### config.mk
export PLATFORM = sky130hd
export DESIGN_NAME = data_plane_tx
export DESIGN_NICKNAME = d
export VERILOG_FILES = /design/src/rtl/dp_pkg.sv /design/src/rtl/dp_tx_stack.sv /design/src/rtl/data_plane_tx.sv
export SDC_FILE = /design/constraint.sdc
export NUM_CORES = 1
export LEC_CHECK = 0
export BUFFER_PORTS_ARGS = -buffer_cell sky130_fd_sc_hd__buf_2
export CAP_MARGIN = 25
export CORE_UTILIZATION = 54
export DETAILED_ROUTE_END_ITERATION = 7
export PLACE_DENSITY = 0.73
export SYNTH_ARGS = -nofsm -noshare
export SYNTH_HDL_FRONTEND = slang
export SYNTH_SLANG_ARGS = --single-unit
### constraint.sdc
create_clock -name clk -period 3.4 [get_ports clk]
set_clock_uncertainty 0.15 [all_clocks]
set_input_delay 0.17 -clock clk [delete_from_list [all_inputs] [get_ports clk]]
set_output_delay 0.17 -clock clk [all_outputs]
set_load 0.02 [all_outputs]
### src/rtl/dp_pkg.sv
// Shared data-plane types and constants.
// The data-plane receiver uses the same packet type, IDLE_ID and PKT_LEN.
package dp_pkg;

  localparam int          PKT_LEN       = 5;
  localparam logic [15:0] IDLE_ID       = 16'hFFFF;
  localparam int          GRANT_TIMEOUT = 1000;

  typedef struct packed {
    logic [15:0] dest;
    logic [15:0] data;
  } dp_packet_t;

  typedef enum logic [1:0] {
    ST_IDLE,
    ST_WAIT_GRANT,
    ST_SEND,
    ST_DONE
  } tx_state_e;

  function automatic dp_packet_t idle_packet();
    dp_packet_t p;
    p.dest = IDLE_ID;
    p.data = 16'h0000;
    return p;
  endfunction

endpackage

### src/rtl/dp_tx_stack.sv
// LIFO word stack for the data-plane transmitter.
// top_data always shows mem[sp-1], which is the next word to pop.
module dp_tx_stack #(
  parameter int DEPTH = 16,
  parameter int W     = 16,
  parameter int LW    = $clog2(DEPTH) + 1
) (
  input  logic          clk,
  input  logic          rst,
  input  logic          push,
  input  logic          pop,
  input  logic [W-1:0]  wdata,
  output logic [W-1:0]  top_data,
  output logic          full,
  output logic          empty,
  output logic [LW-1:0] level
);

  localparam int AW = $clog2(DEPTH);

  logic [W-1:0]  mem [DEPTH];
  logic [LW-1:0] sp;
  logic [LW-1:0] sp_m1;

  assign sp_m1    = sp - LW'(1);
  assign full     = (sp == LW'(DEPTH));
  assign empty    = (sp == '0);
  assign level    = sp;
  assign top_data = mem[sp_m1[AW-1:0]];

  always_ff @(posedge clk) begin
    if (push && !full) begin
      mem[sp[AW-1:0]] <= wdata;
    end
  end

  // A push beats a pop if both ever arrive together.
  always_ff @(posedge clk) begin
    if (rst) begin
      sp <= '0;
    end else if (push && !full) begin
      sp <= sp + LW'(1);
    end else if (pop && !empty) begin
      sp <= sp_m1;
    end
  end

endmodule

### src/rtl/data_plane_tx.sv
// Data-plane transmitter: stacks GPP words and sends PKT_LEN-word packets once granted.
// Optional macro DP_TX_GRANT_TIMEOUT_EN makes WAIT_GRANT give up after GRANT_TIMEOUT cycles.
//
// state       | meaning
// ST_IDLE     | stack open for pushes, bus idle, waiting for tx_start
// ST_WAIT_GRANT | destination latched, bus idle, waiting for tx_grant
// ST_SEND     | one packet per cycle, PKT_LEN beats, stack locked
// ST_DONE     | bus idle, completion flag high for this cycle
module data_plane_tx
  import dp_pkg::*;
#(
  parameter int DEPTH = 16
) (
  input  logic                     clk,
  input  logic                     rst,
  input  logic [15:0]              node_id,
  input  logic                     gpp_wr_dp,
  input  logic [15:0]              gpp_data_in,
  input  logic                     tx_start,
  input  logic [15:0]              tx_dest_id,
  input  logic                     tx_grant,
  output logic [31:0]              data_tx_packet,
  output logic                     tx_busy,
  output logic                     data_tx_complete_flag,
  output logic                     tx_reject,
  output logic [$clog2(DEPTH):0]   tx_level
);

  localparam int LW = $clog2(DEPTH) + 1;
  localparam int BW = $clog2(PKT_LEN);

  tx_state_e     state_q, state_d;
  dp_packet_t    pkt_q, pkt_d;
  logic [15:0]   dest_q, dest_d;
  logic [BW-1:0] beat_q, beat_d;
  logic          reject_q, reject_d;
  logic          push, pop;
  logic          start_ok;
  logic [15:0]   top_data;
  logic          full, empty;
  logic [LW-1:0] level;

`ifdef DP_TX_GRANT_TIMEOUT_EN
  logic [15:0]   tmr_q, tmr_d;
`endif

  dp_tx_stack #(.DEPTH(DEPTH), .W(16), .LW(LW)) u_stack (
    .clk      (clk),
    .rst      (rst),
    .push     (push),
    .pop      (pop),
    .wdata    (gpp_data_in),
    .top_data (top_data),
    .full     (full),
    .empty    (empty),
    .level    (level)
  );

  // Start is judged on the pre-push level, so a same-cycle push never counts.
  assign start_ok = (level >= LW'(PKT_LEN)) && (tx_dest_id != node_id) &&
                    (tx_dest_id != IDLE_ID);
  assign push     = gpp_wr_dp && (state_q == ST_IDLE);

  always_comb begin
    state_d  = state_q;
    pkt_d    = pkt_q;
    dest_d   = dest_q;
    beat_d   = beat_q;
    reject_d = 1'b0;
    pop      = 1'b0;
`ifdef DP_TX_GRANT_TIMEOUT_EN
    tmr_d    = tmr_q;
`endif
    unique case (state_q)
      ST_IDLE: begin
        if (tx_start) begin
          if (start_ok) begin
            dest_d  = tx_dest_id;
            state_d = ST_WAIT_GRANT;
`ifdef DP_TX_GRANT_TIMEOUT_EN
            tmr_d   = 16'(GRANT_TIMEOUT - 1);
`endif
          end else begin
            reject_d = 1'b1;
          end
        end
      end
      ST_WAIT_GRANT: begin
        if (tx_grant) begin
          state_d    = ST_SEND;
          pkt_d.dest = dest_q;
          pkt_d.data = top_data;
          pop        = 1'b1;
          beat_d     = '0;
        end
`ifdef DP_TX_GRANT_TIMEOUT_EN
        else if (tmr_q == '0) begin
          state_d  = ST_IDLE;
          reject_d = 1'b1;
        end else begin
          tmr_d = tmr_q - 16'd1;
        end
`endif
      end
      ST_SEND: begin
        // The packet for each beat is loaded on the edge that enters it.
        if (beat_q == BW'(PKT_LEN - 1)) begin
          state_d = ST_DONE;
          pkt_d   = idle_packet();
        end else begin
          pkt_d.dest = dest_q;
          pkt_d.data = top_data;
          pop        = 1'b1;
          beat_d     = beat_q + BW'(1);
        end
      end
      ST_DONE: begin
        state_d = ST_IDLE;
      end
      default: begin
        state_d = ST_IDLE;
        pkt_d   = idle_packet();
      end
    endcase
  end

  always_ff @(posedge clk) begin
    if (rst) begin
      state_q  <= ST_IDLE;
      pkt_q    <= idle_packet();
      dest_q   <= IDLE_ID;
      beat_q   <= '0;
      reject_q <= 1'b0;
    end else begin
      state_q  <= state_d;
      pkt_q    <= pkt_d;
      dest_q   <= dest_d;
      beat_q   <= beat_d;
      reject_q <= reject_d;
    end
  end

`ifdef DP_TX_GRANT_TIMEOUT_EN
  always_ff @(posedge clk) begin
    if (rst) begin
      tmr_q <= '0;
    end else begin
      tmr_q <= tmr_d;
    end
  end
`endif

  assign data_tx_packet        = pkt_q;
  assign tx_busy               = (state_q != ST_IDLE);
  assign data_tx_complete_flag = (state_q == ST_DONE);
  assign tx_reject             = reject_q;
  assign tx_level              = level;

endmodule

==> flow_summary.json, run 1 <==
{
  "status": "completed",
  "die-area_um2": 23700,
  "dr_wl_met3_um": 1850,
  "cp_slowest_cell": "and3_1",
  "worstReg2RegEnd": "u_stack.mem[15][3]$_DFFE_PP_",
  "place_ws_ps": 779,
  "ys_ff_latch": 315,
  "yosys-top-cells-area": "edfxtp_1, mux4_2, dfxtp_1",
  "regArea_um2": 8870,
  "fin_util": 0.650,
  "grt_pass1_vias": 7280,
  "clockRootBuffer": "clkbuf_16",
  "antenna_cells": 0,
  "overflow": 0,
  "startpoint_type": "register",
  "wl_met2_um": 13300,
  "holdPathEnd": "u_stack.level[1]$_SDFFE_PP0P_",
  "grt_max_degree": 56,
  "min_path_type": "in -> reg",
  "drive_above_1_share": 0.280,
  "syn_to_final_growth_pct": 18.3,
  "ys.flop_type": "edfxtp_1",
  "final_cell_mix": "edfxtp_1, buf_2, mux4_2",
  "relSlewSlack": 0.375,
  "ys_seq_area_frac": 0.713,
  "ir_drop_v": 0.000396,
  "worst_path_largest_cell_delay_ps": 530,
  "final_area_um2": 14700,
  "syn_nets": 781,
  "drt-met1-wl_um": 11100,
  "grt_pass1_wl_um": 41100,
  "post_cts_buffers": 0,
  "p_total_mw": 9.20,
  "synth_area_um2": 12400,
  "rr_worst_depth": 4,
  "crit_arrival_ps": 2690,
  "worst_slack_ps": 808,
  "async_flop_share": 0,
  "nNetsFinal": 935,
  "top_layer": "met4",
  "crit_required_ps": 3500,
  "numCtsBuffers": 30,
  "criticalPathCategory": "reg -> reg",
  "cts_tree": "yes",
  "synth_top_cell_by_area": "edfxtp_1",
  "avgSynthCellArea_um2": 17.4,
  "ys_types": 46,
  "cts_buffer_depth": 3,
  "r2r_setup_slack_ps": 810,
  "period_share": 0.762,
  "r2r-start": "u_stack.level[0]$_SDFFE_PP0P_",
  "rows": 55,
  "whs_path_depth": 6,
  "start_util": 0.550,
  "multi_input_area_um2": 3350,
  "final_antenna_net_count": 0,
  "drt_first_pass_iters": 5,
  "vias": 6995,
  "coreArea_um2": 22600,
  "layout_commonest_cell": "edfxtp_1",
  "yosysTopAreaCellShare": 0.618,
  "endpoint_kind": "register",
  "wl_per_cell_um": 22.9,
  "rsz0062_at_grt": "false",
  "fill_cells": 1490,
  "portBuffers": 92,
  "hold-worst-slack_ps": 151,
  "p_per_area_nw_per_um2": 625,
  "pin_count": 93,
  "fmax_mhz": 386,
  "path_buf_inv": 2,
  "cpMostUsedCell": "buf_4",
  "gp_congestion": 0.786,
  "die_h_um": 154,
  "die_x_um": 154,
  "crit_family": "buffers and inverters",
  "place_area_um2": 13300,
  "max_cap_violations": 0,
  "synth_edf_count": 256,
  "finalMaxSlewViolations": 0,
  "hold_buffers": 35,
  "p_leak_nw": 5.24,
  "viasPerCell": 5.93,
  "clk_latency_ps": 540,
  "setup_viol_count_final": 0,
  "cp_cell_sequence": "buf_4 > ha_1 > and3_1 > buf_4",
  "setup_tns_ps": 0,
  "min_period_ps": 2590,
  "clk_transition_reported_paths_ps": 60,
  "drcViolationCount": 0,
  "drt_iter0_markers": 671,
  "hp-start": "gpp_wr_dp",
  "cp_max_fo": 25,
  "hpwl_um": 16300,
  "hold_viol": 0,
  "drt_wl_total_um": 27000,
  "ys_warn_count": 0,
  "h-tree-depth": 1,
  "placedCellCount": 1089,
  "final_cells": 1180,
  "track_usage": 0.233,
  "syn_inst": 717,
  "antenna_found_initial": 0,
  "tightest_slew_ps": 938,
  "ctsResizeCount": 0,
  "numClockSinks": 315
}
==> per-layer routing <==
metal	up-vias	GRT usage
li1	3104	-
met1	3521	0.317
met2	315	0.389
met3	55	0.0347
met4	0	0.0748
met5	-	0
==> worst max-delay path by stage <==
stage	startpoint	to	slack (ps)	cells after the start
after floorplan	u_stack.level[0]$_SDFFE_PP0P_	u_stack.mem[0][0]$_DFFE_PP_	390	7
after global placement	u_stack.level[0]$_SDFFE_PP0P_	u_stack.mem[15][3]$_DFFE_PP_	820	4
after detailed placement	u_stack.level[0]$_SDFFE_PP0P_	u_stack.mem[15][0]$_DFFE_PP_	780	4
after CTS	u_stack.level[0]$_SDFFE_PP0P_	u_stack.mem[15][3]$_DFFE_PP_	750	4
after global routing	u_stack.level[0]$_SDFFE_PP0P_	u_stack.mem[15][6]$_DFFE_PP_	630	4
final	u_stack.level[0]$_SDFFE_PP0P_	u_stack.mem[15][3]$_DFFE_PP_	810	4
==> tightest hold or removal path: cells and delay by family <==
kind / cells / cell delay, ps
AO/OA/AOI/OAI: 2 / 170
AND/OR/NAND/NOR: 3 / 350
buffers and inverters: 1 / 120
==> Yosys cell counts (2+ instances only) <==
cell        n
a21oi_1    34
a31oi_1     4
and2_1     10
and3_1      8
buf_1       4
buf_2       8
buf_4       4
buf_6       7
clkbuf_1   13
dfxtp_1    59
edfxtp_1  256
ha_1       11
inv_1       8
mux2i_1    33
mux4_2     64
nand2_1    35
nand2b_1   19
nand4_1     5
nor2_1     46
nor2_2      2
nor2b_1     2
nor3_1      3
nor3b_1     2
nor4_1      5
o21ai_1    16
o22ai_1    16
xnor2_1     4
xor2_1     21
==> cell type report <==
type                       instances  area share
tap                              285      0.0242
clock buffer                      41      0.0600
sequential                       315       0.603
clock inverter                    15      0.0111
multi-input combinational        358       0.228
timing repair buffer             158      0.0718
inverter                           8     0.00204
==> power by group <==
part           switching (mW)  internal, mW
Clock                    1.39          2.04
Sequential             0.0638          4.28
Combinational           0.791         0.629
Total                    2.24          6.95
==> sequential cells by signal, summed over array words and instances (netlist names) <==
| name | cells |
|---|---|
| u_stack.level | 5 |
| state_q | 2 |
| u_stack.mem | 256 |
| beat_q | 3 |
| tx_reject | 1 |
| dest_q | 16 |
| data_tx_packet | 32 |
==> kinds of logic (layout without fill, tap and decap cells) <==
family / Yosys count / in the layout / share of synthesized area
flops: 315 / 315 / 0.713
simple gates: 146 / 146 / 0.0596
mux: 97 / 97 / 0.142
compound gates: 79 / 79 / 0.0371
buf+inv: 44 / 222 / 0.0195
xor+xnor: 25 / 25 / 0.0176
fa+ha+maj: 11 / 11 / 0.0111
(Power assumes the default switching activity.)
==> run 2, diff against run 1 <==
--- a/config.mk
+++ b/config.mk
@@ -5,6 +5,7 @@
 export SDC_FILE = /design/constraint.sdc
 export NUM_CORES = 1
 export LEC_CHECK = 0
+export ABC_AREA = 1
 export BUFFER_PORTS_ARGS = -buffer_cell sky130_fd_sc_hd__buf_2
 export CAP_MARGIN = 25
 export CORE_UTILIZATION = 54
==> constraint.sdc (replaced) <==
create_clock -name clk -period 2.5 [get_ports clk]
set_clock_uncertainty 0.15 [all_clocks]
set_input_delay 0.125 -clock clk [delete_from_list [all_inputs] [get_ports clk]]
set_output_delay 0.125 -clock clk [all_outputs]
set_load 0.02 [all_outputs]
==> flow_summary.json, run 2 <==
{
  "async_flop_share": 0,
  "grt_pass1_vias": 8827,
  "holdPathEnd": "dest_q[6]$_SDFFE_PP1P_",
  "worst_path_largest_cell_delay_ps": 410,
  "drt_wl_total_um": 32800,
  "ir_drop_v": 0.000766,
  "swShare": 0.369,
  "ys_ff_latch": 315,
  "startpoint_type": "register",
  "final_area_um2": 15600,
  "clk_latency_ps": 570,
  "coreArea_um2": 23400,
  "criticalPathCategory": "reg -> reg",
  "max_cap_violations": 0,
  "h-tree-depth": 1,
  "layout_commonest_cell": "edfxtp_1",
  "nNetsFinal": 1384,
  "synth_area_um2": 12900,
  "drt_first_pass_iters": 5,
  "internal_power_mw": 10.8,
  "finalMaxSlewViolations": 0,
  "synth_top_cell_by_area": "edfxtp_1",
  "pin_count": 93,
  "worstReg2RegEnd": "data_tx_packet[5]$_SDFFE_PP0P_",
  "cpMostUsedCell": "nand2_1",
  "die-area_um2": 24500,
  "seqPwrFrac": 0.376,
  "vias": 9370,
  "rsz0062_at_grt": "false",
  "ys_types": 31,
  "relSlewSlack": 0.591,
  "hold_viol": 0,
  "start_util": 0.550,
  "antenna_found_initial": 1,
  "overflow": 0,
  "clk_transition_reported_paths_ps": 70,
  "min_path_type": "in -> reg",
  "hold-worst-slack_ps": 202,
  "wl_per_cell_um": 19.7,
  "period_share": 0.933,
  "track_usage": 0.269,
  "min_period_ps": 2330,
  "rows": 56,
  "hp-start": "tx_dest_id[6]",
  "endpoint_kind": "register",
  "numCtsBuffers": 30,
  "fill_cells": 1750,
  "path_buf_inv": 3,
  "fmax_mhz": 429,
  "whs_path_depth": 4,
  "hpwl_um": 18900,
  "portBuffers": 92,
  "placedCellCount": 1568,
  "avgSynthCellArea_um2": 11.0,
  "ys.flop_type": "edfxtp_1",
  "ys_warn_count": 0,
  "die_h_um": 156,
  "p_per_area_nw_per_um2": 1100,
  "grt_max_degree": 107,
  "viasPerCell": 5.63,
  "p_leak_nw": 5.70,
  "cp_slowest_cell": "dfxtp_4",
  "crit_arrival_ps": 2620,
  "numClockSinks": 315,
  "rr_worst_depth": 10,
  "drcViolationCount": 0,
  "syn_to_final_growth_pct": 20.8,
  "drt_iter0_markers": 854,
  "final_cells": 1664,
  "yosys-top-cells-area": "edfxtp_1, dfxtp_1, nor2_1",
  "synth_edf_count": 256,
  "grt_pass1_wl_um": 49300,
  "setup_viol_count_final": 0,
  "combinationalPowerShare": 0.364,
  "setup_tns_ps": 0,
  "yosysTopAreaCellShare": 0.597,
  "clockRootBuffer": "clkbuf_16",
  "synth_most_common_cell": "edfxtp_1",
  "tightest_slew_ps": 613,
  "die_x_um": 156,
  "ys_seq_area_frac": 0.689,
  "gp_congestion": 0.835,
  "final_antenna_net_count": 0,
  "fin_util": 0.665,
  "largest_reg_flops": 256,
  "place_area_um2": 14200,
  "crit_required_ps": 2790,
  "switchingPower_mw": 6.30,
  "r2r-start": "u_stack.level[0]$_SDFFE_PP0P_",
  "crit_family": "buffers and inverters",
  "syn_inst": 1170,
  "worst_slack_ps": 168,
  "r2r_setup_slack_ps": 170,
  "syn_nets": 1234,
  "synthTopCellsByCount": "edfxtp_1, nor2_1, nand2_1",
  "status": "completed",
  "post_cts_buffers": 0,
  "p_clk_frac": 0.260,
  "place_ws_ps": 131,
  "cp_cell_sequence": "clkinv_2 > ha_1 > xnor2_4 > inv_1 > buf_4 > o211ai_1 > nand3_1 > nand2_1 > nand2_1 > a21oi_1",
  "cts_tree": "yes",
  "cts_buffer_depth": 3,
  "cp_max_fo": 12,
  "p_total_mw": 17.1,
  "drive_above_1_share": 0.166,
  "final_cell_mix": "edfxtp_1, nor2_1, nand2_1"
}
## run 2: cell types whose count changed after synthesis, sizes merged, moves of 18 or more
cell | before | now
clkbuf | 13 | 33
xor2 | 21 | 3
mux4 | 64 | 0
inv | 8 | 51
mux2i | 33 | 0
nand3 | 2 | 57
nor2 | 48 | 247
nand2b | 19 | 0
o21ai | 17 | 133
o211ai | 1 | 65
nand2 | 36 | 175
## run 2: power by group through the flow
| stage | sequential [mW] | combinational, mW | clock (mW) |
|---|---|---|---|
| after floorplan | 6.59 | 3.78 | 0 |
| after global placement | 6.49 | 5.89 | 0 |
| after detailed placement | 6.50 | 6.01 | 0 |
| after CTS | 6.39 | 6.09 | 4.48 |
| after global routing | 6.43 | 6.84 | 4.67 |
| final | 6.41 | 6.21 | 4.43 |
## run 2: layer usage
metal / global-route usage / routed length (µm)
met1: 0.373 / 13900
met2: 0.435 / 15200
met3: 0.0390 / 2820
met4: 0.0934 / 883
met5: 0 / 0
## run 2: how the worst max path moves through the flow
stage,endpoint,cells after the start,slack (ps),start
finish,data_tx_packet[5]$_SDFFE_PP0P_,10,170,u_stack.level[0]$_SDFFE_PP0P_
global route,tx_reject$_SDFF_PP0_,9,6,u_stack.level[0]$_SDFFE_PP0P_
CTS,tx_reject$_SDFF_PP0_,9,100,u_stack.level[0]$_SDFFE_PP0P_
global placement,data_tx_packet[19]$_SDFFE_PP1P_,9,230,state_q[1]$_SDFFE_PP0P_
floorplan,u_stack.mem[0][0]$_DFFE_PP_,10,-60,u_stack.level[0]$_SDFFE_PP0P_
detailed placement,data_tx_packet[25]$_SDFFE_PP1P_,9,130,state_q[1]$_SDFFE_PP0P_
## run 2: area by class of cell
type / count / area, µm² / area share
antenna: 1 / 2.50 / 0.000161
clock buffer: 38 / 821 / 0.0528
clock inverter: 18 / 149 / 0.00957
inverter: 51 / 193 / 0.0124
multi-input combinational: 741 / 3650 / 0.235
sequential: 315 / 8870 / 0.570
tap: 319 / 399 / 0.0257
timing repair buffer: 181 / 1470 / 0.0947
## run 2: worst reg2reg max path: stages, from the launching register on
cell,delay [ps]
dfxtp_4,410
clkinv_2,130
ha_1,310
xnor2_4,170
inv_1,320
buf_4,300
o211ai_1,130
nand3_1,90
nand2_1,60
nand2_1,60
a21oi_1,60
## run 2: logic make-up (layout without fill, tap and decap cells)
logic type,after synthesis,after routing,share of synthesized area
simple gates,484,484,0.150
flops,315,315,0.689
compound gates,242,242,0.109
buf+inv,114,288,0.0380
fa+ha+maj,11,11,0.0107
xor+xnor,4,4,0.00389
other cells,0,1,0
## run 2: what timing repair did
item,CTS,global route
hold endpoints to repair,315,0
hold buffers,38,0
resized for setup,0,4
setup endpoints to repair,0,12
